===== config.mk =====
export PLATFORM = sky130hd
export DESIGN_NAME = arm_mc_controller
export DESIGN_NICKNAME = d
export VERILOG_FILES = /design/src/rtl/arm_ctrl_pkg.sv /design/src/rtl/arm_cond_unit.sv /design/src/rtl/arm_mc_controller.sv
export SDC_FILE = /design/constraint.sdc
export NUM_CORES = 1
export LEC_CHECK = 0
export CORE_UTILIZATION = 36
export CTS_BUF_LIST = sky130_fd_sc_hd__clkbuf_2
export DETAILED_ROUTE_END_ITERATION = 6
export GPL_ROUTABILITY_DRIVEN = 0
export GPL_TIMING_DRIVEN = 0
export HOLD_SLACK_MARGIN = 0.1
export PLACE_DENSITY = 0.79
export SLEW_MARGIN = 20
export SYNTH_ARGS = -nofsm -noshare
export SYNTH_HDL_FRONTEND = slang
export SYNTH_SLANG_ARGS = --single-unit

===== constraint.sdc =====
create_clock -name clk -period 1.3 [get_ports clk]
set_input_delay 0.13 -clock clk [delete_from_list [all_inputs] [get_ports clk]]
set_output_delay 0.13 -clock clk [all_outputs]
set_load 0.05 [all_outputs]

===== src/rtl/arm_ctrl_pkg.sv =====
// ---------------------------------------------------------------------------
// arm_ctrl_pkg
// Shared types and encodings for the ARM-subset multicycle control unit:
//   - state_t      : controller FSM states
//   - ALU_*        : ALUControl encodings
//   - RES_*        : ResultSrc encodings
//   - SRCB_*       : ALUSrcB encodings
//   - CMD_*        : data-processing cmd field values (Instr[24:21])
//   - COND_*       : condition field values (Instr[31:28])
//   - cond_ex()    : condition-field evaluation against NZCV
// ---------------------------------------------------------------------------
package arm_ctrl_pkg;

    typedef enum logic [3:0] {
        FETCH    = 4'd0,
        DECODE   = 4'd1,
        MEMADR   = 4'd2,
        MEMREAD  = 4'd3,
        MEMWB    = 4'd4,
        MEMWRITE = 4'd5,
        EXECR    = 4'd6,
        EXECI    = 4'd7,
        ALUWB    = 4'd8,
        BRANCH   = 4'd9
    } state_t;

    localparam logic [2:0] ALU_ADD   = 3'b000;
    localparam logic [2:0] ALU_SUB   = 3'b001;
    localparam logic [2:0] ALU_AND   = 3'b010;
    localparam logic [2:0] ALU_ORR   = 3'b011;
    localparam logic [2:0] ALU_PASSB = 3'b100;

    localparam logic [1:0] RES_ALUOUT    = 2'b00;
    localparam logic [1:0] RES_DATA      = 2'b01;
    localparam logic [1:0] RES_ALURESULT = 2'b10;

    localparam logic [1:0] SRCB_RD2  = 2'b00;
    localparam logic [1:0] SRCB_EXT  = 2'b01;
    localparam logic [1:0] SRCB_FOUR = 2'b10;

    localparam logic [3:0] CMD_AND = 4'b0000;
    localparam logic [3:0] CMD_SUB = 4'b0010;
    localparam logic [3:0] CMD_ADD = 4'b0100;
    localparam logic [3:0] CMD_CMP = 4'b1010;
    localparam logic [3:0] CMD_ORR = 4'b1100;
    localparam logic [3:0] CMD_MOV = 4'b1101;

    localparam logic [3:0] COND_EQ = 4'h0;
    localparam logic [3:0] COND_NE = 4'h1;
    localparam logic [3:0] COND_CS = 4'h2;
    localparam logic [3:0] COND_CC = 4'h3;
    localparam logic [3:0] COND_MI = 4'h4;
    localparam logic [3:0] COND_PL = 4'h5;
    localparam logic [3:0] COND_VS = 4'h6;
    localparam logic [3:0] COND_VC = 4'h7;
    localparam logic [3:0] COND_HI = 4'h8;
    localparam logic [3:0] COND_LS = 4'h9;
    localparam logic [3:0] COND_GE = 4'hA;
    localparam logic [3:0] COND_LT = 4'hB;
    localparam logic [3:0] COND_GT = 4'hC;
    localparam logic [3:0] COND_LE = 4'hD;
    localparam logic [3:0] COND_AL = 4'hE;
    localparam logic [3:0] COND_NV = 4'hF;

    // nzcv is packed {N,Z,C,V}
    function automatic logic cond_ex(input logic [3:0] cond, input logic [3:0] nzcv);
        logic n, z, c, v;
        logic r;
        {n, z, c, v} = nzcv;
        case (cond)
            COND_EQ: r = z;
            COND_NE: r = ~z;
            COND_CS: r = c;
            COND_CC: r = ~c;
            COND_MI: r = n;
            COND_PL: r = ~n;
            COND_VS: r = v;
            COND_VC: r = ~v;
            COND_HI: r = c & ~z;
            COND_LS: r = ~c | z;
            COND_GE: r = (n == v);
            COND_LT: r = (n != v);
            COND_GT: r = ~z & (n == v);
            COND_LE: r = z | (n != v);
            COND_AL: r = 1'b1;
            default: r = 1'b0;
        endcase
        return r;
    endfunction

endpackage


===== src/rtl/arm_cond_unit.sv =====
// ---------------------------------------------------------------------------
// arm_cond_unit
// Holds the NZCV flags register and the latched condition result (cond_q).
//   clk, reset : clock, synchronous active-high reset
//   cond       : condition field of the current instruction
//   alu_flags  : {N,Z,C,V} produced by the ALU this cycle
//   flag_w     : [1] writes N,Z  [0] writes C,V
//   flag_en    : high in the execute state; flags update only if cond_q is set
//   cond_we    : high in DECODE; captures cond_ex(cond, flags) into cond_q
//   flags      : registered NZCV
//   cond_q     : condition result for the instruction in flight
// ---------------------------------------------------------------------------
module arm_cond_unit
    import arm_ctrl_pkg::*;
#(
    parameter logic [3:0] FLAGS_RST = 4'b0000
) (
    input  logic       clk,
    input  logic       reset,
    input  logic [3:0] cond,
    input  logic [3:0] alu_flags,
    input  logic [1:0] flag_w,
    input  logic       flag_en,
    input  logic       cond_we,
    output logic [3:0] flags,
    output logic       cond_q
);

    always_ff @(posedge clk) begin
        if (reset) begin
            flags  <= FLAGS_RST;
            cond_q <= 1'b0;
        end else begin
            if (cond_we) begin
                cond_q <= cond_ex(cond, flags);
            end
            // A failed condition leaves the flags untouched.
            if (flag_en && cond_q) begin
                if (flag_w[1]) flags[3:2] <= alu_flags[3:2];
                if (flag_w[0]) flags[1:0] <= alu_flags[1:0];
            end
        end
    end

endmodule


===== src/rtl/arm_mc_controller.sv =====
// ---------------------------------------------------------------------------
// arm_mc_controller
// Moore-FSM multicycle control unit for the ARM-subset datapath. Sequences
// each instruction (FETCH, DECODE, then a class-specific path) and drives
// every datapath select and enable; condition evaluation gates the enables.
//   clk, reset            : clock, synchronous active-high reset
//   Cond, Op, Funct, Rd   : instruction fields from the instruction register
//   ALUFlags              : {N,Z,C,V} from the ALU, current cycle
//   PCWrite, IRWrite,
//   RegWrite, MemWrite    : write enables (all low while reset is high)
//   AdrSrc, ResultSrc,
//   ALUSrcA, ALUSrcB,
//   ALUControl, ImmSrc,
//   RegSrc                : datapath mux selects / ALU operation
//   Flags                 : registered NZCV
//   Retire                : one-cycle pulse in each instruction's last state
//   state_dbg             : current FSM state, for observation only
// ---------------------------------------------------------------------------
module arm_mc_controller
    import arm_ctrl_pkg::*;
#(
    parameter logic [3:0] FLAGS_RST = 4'b0000,
    parameter bit         UNDEF_NOP = 1'b1
) (
    input  logic       clk,
    input  logic       reset,
    input  logic [3:0] Cond,
    input  logic [1:0] Op,
    input  logic [5:0] Funct,
    input  logic [3:0] Rd,
    input  logic [3:0] ALUFlags,
    output logic       PCWrite,
    output logic       AdrSrc,
    output logic       MemWrite,
    output logic       IRWrite,
    output logic       RegWrite,
    output logic [1:0] ResultSrc,
    output logic       ALUSrcA,
    output logic [1:0] ALUSrcB,
    output logic [2:0] ALUControl,
    output logic [1:0] ImmSrc,
    output logic [1:0] RegSrc,
    output logic [3:0] Flags,
    output logic       Retire,
    output logic [3:0] state_dbg
);

    state_t state, next_state, cur;

    logic [3:0] cmd;
    logic       s_bit;
    logic [2:0] alu_dec;
    logic       no_write;
    logic [1:0] flag_w;

    logic regw, memw, branch, irw, retire, is_fetch;
    logic flag_en, cond_we, cond_q;

    assign cmd   = Funct[4:1];
    assign s_bit = Funct[0];

    // Data-processing decode; unknown cmds behave as ADD that writes nothing.
    always_comb begin
        alu_dec  = ALU_ADD;
        no_write = 1'b0;
        flag_w   = 2'b00;
        case (cmd)
            CMD_ADD: begin alu_dec = ALU_ADD;   flag_w = {s_bit, s_bit}; end
            CMD_SUB: begin alu_dec = ALU_SUB;   flag_w = {s_bit, s_bit}; end
            CMD_AND: begin alu_dec = ALU_AND;   flag_w = {s_bit, 1'b0};  end
            CMD_ORR: begin alu_dec = ALU_ORR;   flag_w = {s_bit, 1'b0};  end
            CMD_MOV: begin alu_dec = ALU_PASSB; flag_w = {s_bit, 1'b0};  end
            CMD_CMP: begin alu_dec = ALU_SUB;   flag_w = {s_bit, s_bit}; no_write = 1'b1; end
            default: begin alu_dec = ALU_ADD;   flag_w = 2'b00;          no_write = 1'b1; end
        endcase
    end

    always_ff @(posedge clk) begin
        if (reset) state <= FETCH;
        else       state <= next_state;
    end

    // While reset is high the outputs decode as FETCH; enables are masked below.
    always_comb begin
        cur        = reset ? FETCH : state;
        next_state = cur;
        AdrSrc     = 1'b0;
        ResultSrc  = RES_ALUOUT;
        ALUSrcA    = 1'b0;
        ALUSrcB    = SRCB_RD2;
        ALUControl = ALU_ADD;
        regw       = 1'b0;
        memw       = 1'b0;
        branch     = 1'b0;
        irw        = 1'b0;
        retire     = 1'b0;
        is_fetch   = 1'b0;
        flag_en    = 1'b0;
        cond_we    = 1'b0;
        case (cur)
            FETCH: begin
                irw        = 1'b1;
                is_fetch   = 1'b1;
                ALUSrcA    = 1'b1;
                ALUSrcB    = SRCB_FOUR;
                ResultSrc  = RES_ALURESULT;
                next_state = DECODE;
            end
            DECODE: begin
                ALUSrcA   = 1'b1;
                ALUSrcB   = SRCB_FOUR;
                ResultSrc = RES_ALURESULT;
                cond_we   = 1'b1;
                case (Op)
                    2'b01:   next_state = MEMADR;
                    2'b00:   next_state = Funct[5] ? EXECI : EXECR;
                    2'b10:   next_state = BRANCH;
                    default: begin
                        if (UNDEF_NOP) begin
                            next_state = FETCH;
                            retire     = 1'b1;
                        end else begin
                            next_state = DECODE;
                        end
                    end
                endcase
            end
            MEMADR: begin
                ALUSrcB    = SRCB_EXT;
                next_state = Funct[0] ? MEMREAD : MEMWRITE;
            end
            MEMREAD: begin
                AdrSrc     = 1'b1;
                next_state = MEMWB;
            end
            MEMWB: begin
                ResultSrc  = RES_DATA;
                regw       = 1'b1;
                retire     = 1'b1;
                next_state = FETCH;
            end
            MEMWRITE: begin
                AdrSrc     = 1'b1;
                memw       = 1'b1;
                retire     = 1'b1;
                next_state = FETCH;
            end
            EXECR: begin
                ALUControl = alu_dec;
                flag_en    = 1'b1;
                next_state = ALUWB;
            end
            EXECI: begin
                ALUSrcB    = SRCB_EXT;
                ALUControl = alu_dec;
                flag_en    = 1'b1;
                next_state = ALUWB;
            end
            ALUWB: begin
                regw       = ~no_write;
                retire     = 1'b1;
                next_state = FETCH;
            end
            BRANCH: begin
                ALUSrcB    = SRCB_EXT;
                ResultSrc  = RES_ALURESULT;
                branch     = 1'b1;
                retire     = 1'b1;
                next_state = FETCH;
            end
            default: next_state = FETCH;
        endcase
    end

    // A register write to R15 redirects the PC.
    assign RegWrite = ~reset & regw & cond_q;
    assign MemWrite = ~reset & memw & cond_q;
    assign PCWrite  = ~reset & (is_fetch | (cond_q & (branch | (regw & (Rd == 4'hF)))));
    assign IRWrite  = ~reset & irw;
    assign Retire   = ~reset & retire;

    assign ImmSrc    = Op;
    assign RegSrc    = {(Op == 2'b01) & ~Funct[0], (Op == 2'b10)};
    assign state_dbg = state;

    arm_cond_unit #(
        .FLAGS_RST(FLAGS_RST)
    ) u_cond (
        .clk      (clk),
        .reset    (reset),
        .cond     (Cond),
        .alu_flags(ALUFlags),
        .flag_w   (flag_w),
        .flag_en  (flag_en),
        .cond_we  (cond_we),
        .flags    (Flags),
        .cond_q   (cond_q)
    );

endmodule


==> run summary <==
max capacitance violation total -> 0
Cell Pwr Density -> 614 nW/um2
main area contributors after synthesis -> dfxtp_1 (21%), mux2i_1 (6.9%), nor2_1 (6.9%)
Pre-antenna DRT Iters -> 4
Comb power frac -> 54.6%
port bufs -> 46
worst vdd ir -> 485 uV
area grow syn2layout -> 111%
cell taking the most area after synthesis -> dfxtp_1
Yosys reg bits -> 9
RSZ-0062 raised after global routing -> true
time the worst path needs with I/O delays and setup -> 1.67 ns
Setup crit start kind -> register
Final Util -> 82.2%
CP Capture Type -> primary output
largest net degree at the start of global routing -> 11
die width -> 51.1 um
Synth Area per Inst -> 7.55 um2
initial antenna violation count -> 0
hpwl dp -> 2300 um
IO Pins -> 48
critical path class -> register to primary output
Final period util -> 128%
fillcell total -> 129
FF-to-FF path depth -> 6
Critical Path AT -> 1.54 ns
Routed Wire Length -> 3550 um
cell count after synthesis -> 115
DR iter-0 viols -> 32
internal power -> 0.000643 W
routed length per placed instance -> 17.1 um
leakage -> 0.736 nW
DR vias/cell -> 5.48
post-route setup slack -> -0.369 ns
CTS Buf Count -> 3
commonest non-fill, non-tap cell in the layout -> buf_4
hold crit path type -> input port to register
Clock Latency Late Sink -> 0.26 ns
Total GRT Usage -> 27.6%
Seq pwr share -> 28.1%
global-route wire length before repair -> 5350 um
number of global-route vias before repair -> 1,121
Worst Hold Depth -> 2
DRC errors left -> 0
Crit Path Max Fanout -> 6
top cell type's share of synthesized area -> 20.7%
Root Driver -> clkbuf_2
Site Rows -> 17
Post-Syn Nets -> 137
hold buffer count at CTS -> 0
status -> complete, but fails checks
switch share -> 42.9%
Least-Margin Pin Slew -> 0.484 ns
final non-filler cell total -> 207
Die Y -> 51.1 um
share of cells above drive strength 1 -> 50.8%
Die Area -> 2610 um2
Worst EP required -> 1.17 ns
Distinct cells, synth -> 40
NetSw -> 0.000484 W
synthesized area -> 868 um2
Clock Path Buffers -> 2
Final Hold Viols -> 0
sequential share of the synthesized area -> 20.7%
CTS tree -> yes
normalized max-slew margin -> 67.9%
Starting Density -> 38.9%
CTS sink cnt -> 9
failing checks -> negative setup slack
commonest cells after routing, fill and taps aside -> buf_4 (15), clkdlybuf4s50_1 (13), nor2_1 (12)
Slew Viols, Final -> 0
Max H-tree Level -> 1
FMAX -> 599 MHz
core box area -> 2230 um2
ANT cells -> 0
vias -> 1,135
Syn. warnings -> 0
Final setup viols -> 20
Min Hold Slack -> 0.233 ns
Nets -> 202
Worst-path clk slew -> 0.10 ns
total gr overflow -> 0
remaining antenna violation count -> 0
skew final -> 0.00178 ns
clock share of power -> 17.3%
DP Cell Count -> 189
worst paths after layout:
check	startpoint	end	slack [ns]
min reg2reg	u_cond.flags[2]$_SDFFE_PP0P_	u_cond.flags[2]$_SDFFE_PP0P_	0.55
min	Op[0]	state_dbg[3]$_SDFF_PP0_	0.23
max reg2reg	state_dbg[1]$_SDFF_PP0_	u_cond.flags[1]$_SDFFE_PP0P_	-0.30
max	state_dbg[3]$_SDFF_PP0_	IRWrite	-0.37
cell usage after synthesis:
| library cell | count |
|---|---|
| a21o_1 | 3 |
| nand2_1 | 5 |
| or3_1 | 1 |
| and3_1 | 1 |
| o32ai_1 | 2 |
| clkbuf_1 | 5 |
| nor4_1 | 2 |
| a211oi_4 | 1 |
| nor2b_1 | 4 |
| a21oi_1 | 5 |
| dfxtp_1 | 9 |
| nor3b_1 | 1 |
| o31ai_1 | 1 |
| nor3_1 | 5 |
| a32oi_1 | 1 |
| a22o_1 | 1 |
| a211oi_1 | 1 |
| or3b_1 | 1 |
| a221oi_1 | 1 |
| buf_4 | 2 |
| xor2_1 | 5 |
| o22ai_1 | 1 |
| nor2_1 | 16 |
| a211o_1 | 1 |
| xnor2_1 | 2 |
| mux2i_1 | 6 |
| and4b_1 | 1 |
| mux2_2 | 1 |
| o211ai_1 | 2 |
| nand2b_4 | 1 |
| nand3b_1 | 5 |
| o21ai_0 | 5 |
| nor4_2 | 1 |
| and4_1 | 1 |
| a311oi_1 | 1 |
| nand3_1 | 3 |
| inv_1 | 4 |
| or3_4 | 1 |
| nand2b_1 | 5 |
| and2_1 | 1 |
layout make-up:
type                       count  area (um2)  area share, %
buffer                         7        96.3           5.25
sequential                     9         200           10.9
multi-input combinational     95         876           47.7
inverter                       4        15.0          0.818
tap                           28        35.0           1.91
clock buffer                   4        20.0           1.09
timing repair buffer          60         593           32.3
sequential cells by signal (all words and copies together) (netlist names):
signal and flops:
state_dbg 4, u_cond.flags 4, u_cond.cond_q 1
per-layer routing:
metal	wire [um]	vias to the layer above	global-route usage, %
met5	0	-	0
met4	89	0	13.9
met3	110	9	1.79
met2	1860	35	49.6
met1	1490	547	32.7
li1	-	544	-
cell families (layout without fill, tap and decap cells):
kind of cell / after synthesis / after routing / synth area share (%)
and+or+nand+nor: 55 / 55 / 36.5
DFF: 9 / 9 / 20.7
muxes: 7 / 7 / 8.21
buffers and inverters: 11 / 75 / 5.62
AOI/OAI and AO/OA: 26 / 26 / 21.9
xor gates and xnor gates: 7 / 7 / 7.06
per-stage QoR:
step	power (W)	TNS, ns	setup slack, ns	cell area, um2
6_report	0.00113	-4.58	-0.369	1840
5_1_grt	0.00116	-5.58	-0.417	1840
4_1_cts	0.00108	-4.11	-0.328	1780
3_5_place_dp	0.000824	-19.48	-1.45	1570
3_3_place_gp	0.000811	-18.91	-1.44	1570
2_1_floorplan	0.000639	-3.68	-0.640	1070
power by group through the flow:
stage	clock, W	combinational, W	sequential (W)
after global routing	0.000200	0.000643	0.000319
after floorplan	0	0.000296	0.000343
after CTS	0.000190	0.000575	0.000311
after detailed placement	0	0.000505	0.000319
after global placement	0	0.000493	0.000318
final	0.000195	0.000615	0.000316
what timing repair did:
item,CTS,global route
buffers inserted,11,2
endpoints found under the setup margin,32,26
gates resized for setup,158,22
pin swaps,11,3
gates cloned,1,0
critical path: stages, from the launching register on:
cell and delay, ns:
dfxtp_4 0.39, buf_4 0.15, or3_4 0.43, nor3_4 0.13
buf_6 0.18
Power figures use the tool's default switching activity.
